[src/rtl/pwm_pkg.sv]
// Shared definitions for the PWM generator and its fade sequencer:
// FSM state encoding and the threshold full-scale value.
package pwm_pkg;

   localparam logic [2:0] ST_IDLE      = 3'd0;
   localparam logic [2:0] ST_RAMP_UP   = 3'd1;
   localparam logic [2:0] ST_HOLD_HIGH = 3'd2;
   localparam logic [2:0] ST_RAMP_DOWN = 3'd3;
   localparam logic [2:0] ST_HOLD_LOW  = 3'd4;

   typedef enum logic [2:0] {
      IDLE      = ST_IDLE,
      RAMP_UP   = ST_RAMP_UP,
      HOLD_HIGH = ST_HOLD_HIGH,
      RAMP_DOWN = ST_RAMP_DOWN,
      HOLD_LOW  = ST_HOLD_LOW
   } fade_state_t;

   // All-ones threshold is 100 % duty in the PWM generator.
   function automatic int unsigned full_scale(input int unsigned nbits);
      return (32'd1 << nbits) - 32'd1;
   endfunction

endpackage

[src/rtl/step_tick_gen.sv]
// Free-running step divider: one-cycle tick every STEP_CYCLES enabled
// cycles; clear forces the count back to zero.
module step_tick_gen #(
   parameter int STEP_CYCLES = 1000000
) (
   input  logic clk,
   input  logic rst_n,
   input  logic clear,
   input  logic en,
   output logic tick
);

   localparam int CW = $clog2(STEP_CYCLES);
   localparam logic [CW-1:0] LAST = CW'(STEP_CYCLES - 1);

   logic [CW-1:0] cnt;

   assign tick = en && (cnt == LAST);

   always_ff @(posedge clk or negedge rst_n) begin
      if (!rst_n) begin
         cnt <= '0;
      end else if (clear) begin
         cnt <= '0;
      end else if (en) begin
         if (tick) cnt <= '0;
         else      cnt <= cnt + CW'(1);
      end
   end

endmodule

[src/rtl/pwm_fade_ctrl.sv]
// Breathing sequencer: ramps the PWM threshold 0 -> MAX -> 0 with holds
// at both ends, once per start or looping while continuous is set.
module pwm_fade_ctrl
   import pwm_pkg::*;
#(
   parameter int THRESHOLD_NBITS = 4,
   parameter int STEP_CYCLES     = 1000000,
   parameter int HOLD_STEPS      = 8
) (
   input  logic                       clk,
   input  logic                       rst_n,
   input  logic                       start,
   input  logic                       stop,
   input  logic                       continuous,
   output logic [THRESHOLD_NBITS-1:0] threshold,
   output logic                       busy,
   output logic                       done
);

   localparam int TW = THRESHOLD_NBITS;
   localparam logic [TW-1:0] MAX = TW'(full_scale(THRESHOLD_NBITS));
   localparam logic [TW-1:0] MAX_M1 = MAX - TW'(1);
   localparam int HW = (HOLD_STEPS > 1) ? $clog2(HOLD_STEPS) : 1;
   localparam logic [HW-1:0] HLAST = HW'(HOLD_STEPS - 1);

   fade_state_t   state;
   logic [HW-1:0] hold_cnt;
   logic          tick;
   logic          tick_en;
   logic          tick_clear;
   logic          hold_last;

   // Divider idles at zero, so every launch from IDLE starts a full period.
   assign tick_en    = (state != IDLE);
   assign tick_clear = (state == IDLE) || stop;
   assign hold_last  = (hold_cnt == HLAST);

   step_tick_gen #(
      .STEP_CYCLES(STEP_CYCLES)
   ) u_tick (
      .clk  (clk),
      .rst_n(rst_n),
      .clear(tick_clear),
      .en   (tick_en),
      .tick (tick)
   );

   always_ff @(posedge clk or negedge rst_n) begin
      if (!rst_n) begin
         state     <= IDLE;
         threshold <= '0;
         busy      <= 1'b0;
         done      <= 1'b0;
         hold_cnt  <= '0;
      end else begin
         done <= 1'b0;
         if (stop && state != IDLE) begin
            state     <= IDLE;
            threshold <= '0;
            busy      <= 1'b0;
            hold_cnt  <= '0;
         end else begin
            unique case (state)
               IDLE: begin
                  threshold <= '0;
                  hold_cnt  <= '0;
                  if (start && !stop) begin
                     state <= RAMP_UP;
                     busy  <= 1'b1;
                  end
               end
               RAMP_UP: begin
                  if (tick) begin
                     threshold <= threshold + TW'(1);
                     if (threshold == MAX_M1) begin
                        state    <= HOLD_HIGH;
                        hold_cnt <= '0;
                     end
                  end
               end
               HOLD_HIGH: begin
                  if (tick) begin
                     if (hold_last) begin
                        state    <= RAMP_DOWN;
                        hold_cnt <= '0;
                     end else begin
                        hold_cnt <= hold_cnt + HW'(1);
                     end
                  end
               end
               RAMP_DOWN: begin
                  if (tick) begin
                     threshold <= threshold - TW'(1);
                     if (threshold == TW'(1)) begin
                        state    <= HOLD_LOW;
                        hold_cnt <= '0;
                     end
                  end
               end
               HOLD_LOW: begin
                  if (tick) begin
                     if (hold_last) begin
                        hold_cnt <= '0;
                        if (continuous) begin
                           state <= RAMP_UP;
                        end else begin
                           state <= IDLE;
                           busy  <= 1'b0;
                           done  <= 1'b1;
                        end
                     end else begin
                        hold_cnt <= hold_cnt + HW'(1);
                     end
                  end
               end
               default: begin
                  state     <= IDLE;
                  threshold <= '0;
                  busy      <= 1'b0;
                  hold_cnt  <= '0;
               end
            endcase
         end
      end
   end

endmodule

[config.mk]
export PLATFORM = sky130hd
export DESIGN_NAME = pwm_fade_ctrl
export DESIGN_NICKNAME = d
export VERILOG_FILES = /design/src/rtl/pwm_pkg.sv /design/src/rtl/step_tick_gen.sv /design/src/rtl/pwm_fade_ctrl.sv
export SDC_FILE = /design/constraint.sdc
export NUM_CORES = 1
export LEC_CHECK = 0
export CORE_ASPECT_RATIO = 1.5
export CORE_MARGIN = 2
export CORE_UTILIZATION = 56
export DETAILED_ROUTE_END_ITERATION = 10
export DONT_BUFFER_PORTS = 1
export PLACE_DENSITY = 0.72
export SLEW_MARGIN = 10
export SYNTH_ARGS = -nofsm -noshare
export SYNTH_HDL_FRONTEND = slang
export SYNTH_HIERARCHICAL = 1
export SYNTH_SLANG_ARGS = --single-unit
export TNS_END_PERCENT = 20
[constraint.sdc]
create_clock -name clk -period 3.6 [get_ports clk]
set_input_delay 0.72 -clock clk [delete_from_list [all_inputs] [get_ports clk]]
set_output_delay 0.72 -clock clk [all_outputs]
set_load 0.03 [all_outputs]
==> results of run 1 <==
worst register-to-register path, delay by kind of cell (launching register included):
kind	cells	cell delay, ns
multiplexers	1	0.30
AO/OA/AOI/OAI	2	0.38
flip-flops	1	0.63
buffers and inverters	3	0.72
AND/OR/NAND/NOR	4	0.73
layer usage:
layer  global-route usage (%)  share of wire [%]
met1                     23.4                 39
met2                     38.5                 53
met3                     5.91                3.5
met4                     15.0                4.5
met5                        0                  0
logic make-up after synthesis:
logic type	share of synthesized area, %
buf+inv	3.69
mux	3.50
fa+ha+maj	4.54
compound gates	11.7
simple gates	28.3
flops	41.5
xor+xnor	6.80
power by group through the flow:
stage	combinational, uW	clock (uW)	sequential, uW
after floorplan	294	0	443
after global placement	304	0	477
after detailed placement	312	0	482
after CTS	313	295	475
after global routing	355	306	483
final	317	284	477
worst min-delay path by stage:
stage / startpoint / end / slack (ns) / cells past startpoint
finish: rst_n / u_tick/cnt[7] / 0.12 / 0
global route: rst_n / u_tick/cnt[1] / 0.11 / 0
CTS: rst_n / u_tick/cnt[7] / 0.11 / 0
detailed placement: rst_n / u_tick/cnt[7] / 0.43 / 0
global placement: rst_n / u_tick/cnt[7] / 0.43 / 0
floorplan: rst_n / busy / 0.42 / 0
registers in the layout (all words and copies together), names as in the netlist:
signal and cells:
u_tick/cnt 20, state 3, busy 1, hold_cnt 3, done 1, threshold 4
metrics by stage:
| step | instance area, sq um | utilization, % |
|---|---|---|
| floorplan | 1930 | - |
| global placement | 1960 | 58.4 |
| detailed placement | 1960 | 58.4 |
| CTS | 2050 | 61.2 |
| global route | 2050 | 61.2 |
| finish | 2050 | 61.2 |
cell type report:
class | instances | area, sq um | share of cell area, %
Sequential cell | 32 | 801 | 39.1
Multi-Input combinational cell | 158 | 1060 | 51.6
Tap cell | 42 | 52.6 | 2.56
Timing Repair Buffer | 1 | 7.51 | 0.366
Inverter | 10 | 37.5 | 1.83
Clock buffer | 6 | 82.6 | 4.03
Clock inverter | 2 | 10.0 | 0.488
cell usage in the layout (no fill, tap or decap), types with 2 or more instances in the layout:
cell,instances
nor4b_1,2
nand2b_1,7
or2_2,2
nand2_1,18
clkinv_2,2
inv_1,10
nor3_1,2
dfrtp_1,32
o21ai_0,10
ha_1,7
or3b_1,2
nor2b_1,5
or3_1,2
nor2_1,23
xor2_1,11
nand4b_1,2
o2111ai_1,2
nor4_1,5
xnor2_1,4
mux2i_1,3
mux2_2,2
nand4_1,9
nand3_1,12
a22o_1,2
a21oi_1,6
clkbuf_8,6
==> flow_summary_export.csv, run 1 <==
group,metric,value,unit
worst_setup_path,cp_num_buf_inv,3,
power_and_ir_drop,combPwrFrac,29.4,%
worst_setup_path,reg2reg_slack,0.75,ns
synthesis,ys_ff_latch,32,
worst_setup_path,setup.worst_path.start,"state[1]",
floorplan,num_rows,26,
synthesis,synthArstFlopShare,100,%
worst_setup_path,critPathLaunchType,"flip-flop",
hold_path,hold_class,"in -> async",
timing,totalNegativeSetupSlack,0,ns
power_and_ir_drop,p_seq_share,44.3,%
synthesis,ys_warn_count,6,
timing,rsz0062_at_grt,"no",
timing,timing.fmax,350,MHz
cts,clockBufferDepth,2,
finish,syn2layout_area_growth,6.16,%
cts,root_buffer,"clkbuf_8",
timing,hold_viol,0,
route,drc_errors,0,
worst_setup_path,crit_chain,"nor3_1 > inv_1 > and4_1 > nand4_1 > inv_1 > nor2b_1 > o311ai_2 > buf_4 > o21a_2 > mux2_4",
power_and_ir_drop,power_frac_clock,26.4,%
power_and_ir_drop,p_leak,0.000899,uW
global_routing,antenna_found_initial,0,
synthesis,synth_top_area_share,41.5,%
timing,hold_ws,0.120,ns
cts,cts_tree,"built",
worst_setup_path,critical_path.endpoint,"hold_cnt[2]",
synthesis,yosysMostFrequentCell,"dfrtp_1",
worst_setup_path,max_stage_delay,0.63,ns
global_routing,grt_usage,22.7,%
cts,hold_buffers,0,
synthesis,synth_edf_count,0,
power_and_ir_drop,fin_total_pwr,1080,uW
cts,numCtsBuffers,5,
route,vias,1546,
timing,timing.final.ws_setup,0.746,ns
worst_setup_path,r2r_end,"hold_cnt[2]",
timing,worst_pin_slew,0.617,ns
route,drt_pass1_iterations,4,
worst_setup_path,arrival,3.03,ns
worst_setup_path,required,3.77,ns
placement,portBuffers,0,
placement,placed_cells,243,
worst_setup_path,crit_type,"reg -> reg",
placement,post-place-ws,0.824,ns
worst_setup_path,end_kind,"flip-flop",
cts,path_clk_slew,0.07,ns
finish,nFillCells,275,
power_and_ir_drop,irDropWorstVdd,0.388,mV
global_routing,grt_pass1_vias,1570,
cts,insertion_delay,0.29,ns
synthesis,synthTopCellsByCount,"dfrtp_1 (32), nor2_1 (23), nand2_1 (18)",
timing,fin_crit,2.85,ns
timing,slew_headroom,58.5,%
worst_setup_path,reg2regPathDepth,10,
floorplan,die_w,51.9,um
synthesis,yosys.area.top_type,"dfrtp_1",
timing,setup_viol,0,
power_and_ir_drop,internal_power,685,uW
placement,place.gp.congestion,0.844,
cts,post_cts_resized,0,
finish,drive_gt1_share,9.57,%
worst_setup_path,worst_path_max_delay_cell,"dfrtp_1",
power_and_ir_drop,switching_share,36.4,%
global_routing,grt_max_degree,33,
run_status,outcome,"completed",
route,route.antenna.remaining_nets,0,
route,avgViaCountPerCell,6.16,
route,drtIter0Drc,62,
floorplan,ios,11,
timing,finalCritPeriodShare,79.3,%
synthesis,yosysSeqAreaShare,41.5,%
synthesis,yosysUniqueCellTypes,47,
global_routing,grt_overflow_total,0,
power_and_ir_drop,powerDensity,526,nW/um^2
worst_setup_path,path_depth,10,
finish,final_nets,220,
floorplan,start_util,57.6,%
flow_run,cap_violations,0,
synthesis,syn_nets,218,
worst_setup_path,crit_top_cell,"inv_1",
finish,n_antenna_cell,0,
synthesis,syn_inst,206,
floorplan,core_area,3350,sq um
power_and_ir_drop,p_sw,392,uW
finish,instances_no_fill,251,
worst_setup_path,cpLargestDelayFamily,"simple AND/OR/NAND/NOR gates",
cts,clock-sinks,32,
timing,slew_viol_final,0,
synthesis,synth_area,1930,sq um
global_routing,grt_pass1_wl,6770,um
floorplan,die_h,75.9,um
route,wl,4010,um
worst_setup_path,reg2reg_from,"state[1]",
timing,skew,0.00643,ns
cts,post_cts_buffers,0,
worst_setup_path,crit_fanout,16,
synthesis,synthTopCellsByArea,"dfrtp_1 (41%), xor2_1 (5.0%), ha_1 (4.5%)",
route,wire_per_inst,16.0,um
placement,dpl.hpwl,2910,um
synthesis,yosys_most_used_dff,"dfrtp_1",
cts,htreeDepth,2,
floorplan,fp.dieArea,3940,sq um
synthesis,syn_area_per_cell,9.37,sq um
(Power assumes the default switching activity.)
==> inputs of run 2 (changes only) <==
--- a/config.mk
+++ b/config.mk
@@ -10,7 +10,7 @@
 export CORE_UTILIZATION = 56
 export DETAILED_ROUTE_END_ITERATION = 10
 export DONT_BUFFER_PORTS = 1
-export PLACE_DENSITY = 0.72
+export PLACE_DENSITY = 0.75
 export SLEW_MARGIN = 10
 export SYNTH_ARGS = -nofsm -noshare
 export SYNTH_HDL_FRONTEND = slang
==> constraint.sdc (replaced) <==
create_clock -name clk -period 2.35 [get_ports clk]
set_input_delay 0.47 -clock clk [delete_from_list [all_inputs] [get_ports clk]]
set_output_delay 0.47 -clock clk [all_outputs]
set_load 0.03 [all_outputs]
==> run 2 against run 1 <==
  * Design area rose by 4.6%
  * Non-clock buffer count rose by 9
  * Global-route usage rose by 0.89 points
  * Sequential share of layout area decreased by 1.7 points
  * Critical path type unchanged
==> flow_summary_export.csv, run 2 (synthesis gave the netlist of run 1 again) <==
group,metric,value,unit
cts,clockBufferDepth,2,
worst_setup_path,r2r_end,"hold_cnt[2]",
route,vias,1627,
hold_path,hold_class,"in -> async",
floorplan,fp.dieArea,3940,sq um
route,drtIter0Drc,59,
timing,timing.fmax,449,MHz
floorplan,core_area,3350,sq um
finish,top_regs,"u_tick/cnt x20, threshold x4",
placement,place_area,2020,sq um
power_and_ir_drop,p_leak,0.000947,uW
cts,numCtsBuffers,5,
cts,root_buffer,"clkbuf_8",
global_routing,grt_usage,23.6,%
finish,largest_reg_flops,20,
global_routing,grt_pass1_vias,1642,
worst_setup_path,reg2reg_from,"u_tick/cnt[0]",
worst_setup_path,reg2reg_slack,0.12,ns
cts,clock-sinks,32,
power_and_ir_drop,powerDensity,829,nW/um^2
power_and_ir_drop,internal_power,1130,uW
route,avgViaCountPerCell,6.28,
timing,finalCritPeriodShare,94.8,%
power_and_ir_drop,switching_share,36.4,%
finish,drive_gt1_share,14.3,%
cts,cts_tree,"built",
worst_setup_path,arrival,2.40,ns
route,route.antenna.remaining_nets,0,
global_routing,grt_max_degree,33,
power_and_ir_drop,p_seq_share,38.2,%
timing,fin_crit,2.23,ns
finish,layout_common_cells,"dfrtp_1 (32), nor2_1 (23), nand2_1 (18)",
route,drc_errors,0,
cts,htreeDepth,2,
worst_setup_path,required,2.52,ns
route,wire_per_inst,16.2,um
route,drt_pass1_iterations,4,
run_status,outcome,"completed",
timing,setup_viol,0,
placement,portBuffers,0,
power_and_ir_drop,irDropWorstVdd,0.707,mV
worst_setup_path,reg2regPathDepth,9,
finish,regMostFlops,"u_tick/cnt",
floorplan,die_h,75.9,um
floorplan,num_rows,26,
placement,place.gp.congestion,0.952,
power_and_ir_drop,combPwrFrac,35.8,%
power_and_ir_drop,p_sw,647,uW
floorplan,ios,11,
timing,skew,0.00321,ns
global_routing,grt_pass1_wl,7050,um
worst_setup_path,critPathLaunchType,"flip-flop",
power_and_ir_drop,fin_total_pwr,1780,uW
floorplan,die_w,51.9,um
worst_setup_path,crit_fanout,6,
finish,n_antenna_cell,0,
timing,rsz0062_at_grt,"no",
finish,syn2layout_area_growth,11.1,%
timing,hold_viol,0,
flow_run,cap_violations,0,
power_and_ir_drop,power_frac_clock,26.0,%
route,wl,4210,um
worst_setup_path,crit_type,"reg -> reg",
finish,layout_commonest_cell,"dfrtp_1",
global_routing,grt_overflow_total,0,
cts,path_clk_slew,0.07,ns
global_routing,antenna_found_initial,0,
cts,insertion_delay,0.28,ns
worst_setup_path,end_kind,"flip-flop",
timing,totalNegativeSetupSlack,0,ns
floorplan,start_util,57.6,%
cts,post_cts_resized,0,
placement,dpl.hpwl,3040,um
timing,slew_viol_final,0,
timing,hold_ws,0.00632,ns
timing,worst_pin_slew,0.538,ns
finish,final_cell_area,2140,sq um
timing,slew_headroom,64.1,%
finish,final_nets,229,
[run 2: routing by layer]
layer	up-vias	wire length [um]	global-route usage, %
met4	0	123	11.1
met2	35	2380	42.9
met1	822	1580	24.9
met3	13	118	4.13
li1	757	-	-
met5	-	0	0
[run 2: what timing repair did]
action	4_1_cts	5_1_grt
hold endpoints to repair	32	0
endpoints found under the setup margin	0	1
hold buffers	1	0
buffers inserted	0	1
[run 2: how the worst max path moves through the flow]
stage	from	endpoint	depth (start not counted)
floorplan	state[0]	hold_cnt[2]	11
global placement	u_tick/cnt[0]	hold_cnt[2]	9
finish	u_tick/cnt[0]	hold_cnt[2]	9
global route	u_tick/cnt[0]	hold_cnt[2]	9
CTS	u_tick/cnt[0]	hold_cnt[2]	9
detailed placement	u_tick/cnt[0]	hold_cnt[2]	9
[run 2: critical path: stages, from the launching register on]
cell,delay (ns)
dfrtp_1,0.41
ha_1,0.21
nand3_1,0.14
nor2_1,0.14
nand4_1,0.17
inv_2,0.14
nor2b_1,0.07
o311ai_2,0.33
o21a_2,0.21
mux2_4,0.30
[run 2: power groups by stage]
| stage | Combinational (uW) | Clock (uW) | Sequential, uW |
|---|---|---|---|
| 2_1_floorplan | 498 | 0 | 684 |
| 3_3_place_gp | 568 | 0 | 682 |
| 3_5_place_dp | 597 | 0 | 687 |
| 4_1_cts | 616 | 471 | 678 |
| 5_1_grt | 703 | 499 | 684 |
| 6_report | 637 | 462 | 679 |
[run 2: area by class of cell]
cell class / instances / area, sq um
Tap cell: 42 / 52.6
Clock buffer: 7 / 96.3
Multi-Input combinational cell: 158 / 1070
Timing Repair Buffer: 10 / 87.6
Sequential cell: 32 / 801
Inverter: 10 / 37.5
Fill cell: 274 / 1210
[run 2: metrics by stage]
step	worst slack, ns	util [%]	instances
2_1_floorplan	-0.0931	-	206
3_3_place_gp	0.259	60.3	250
3_5_place_dp	0.152	60.3	250
4_1_cts	0.136	63.8	258
5_1_grt	0.00759	64.0	259
6_report	0.123	64.0	259
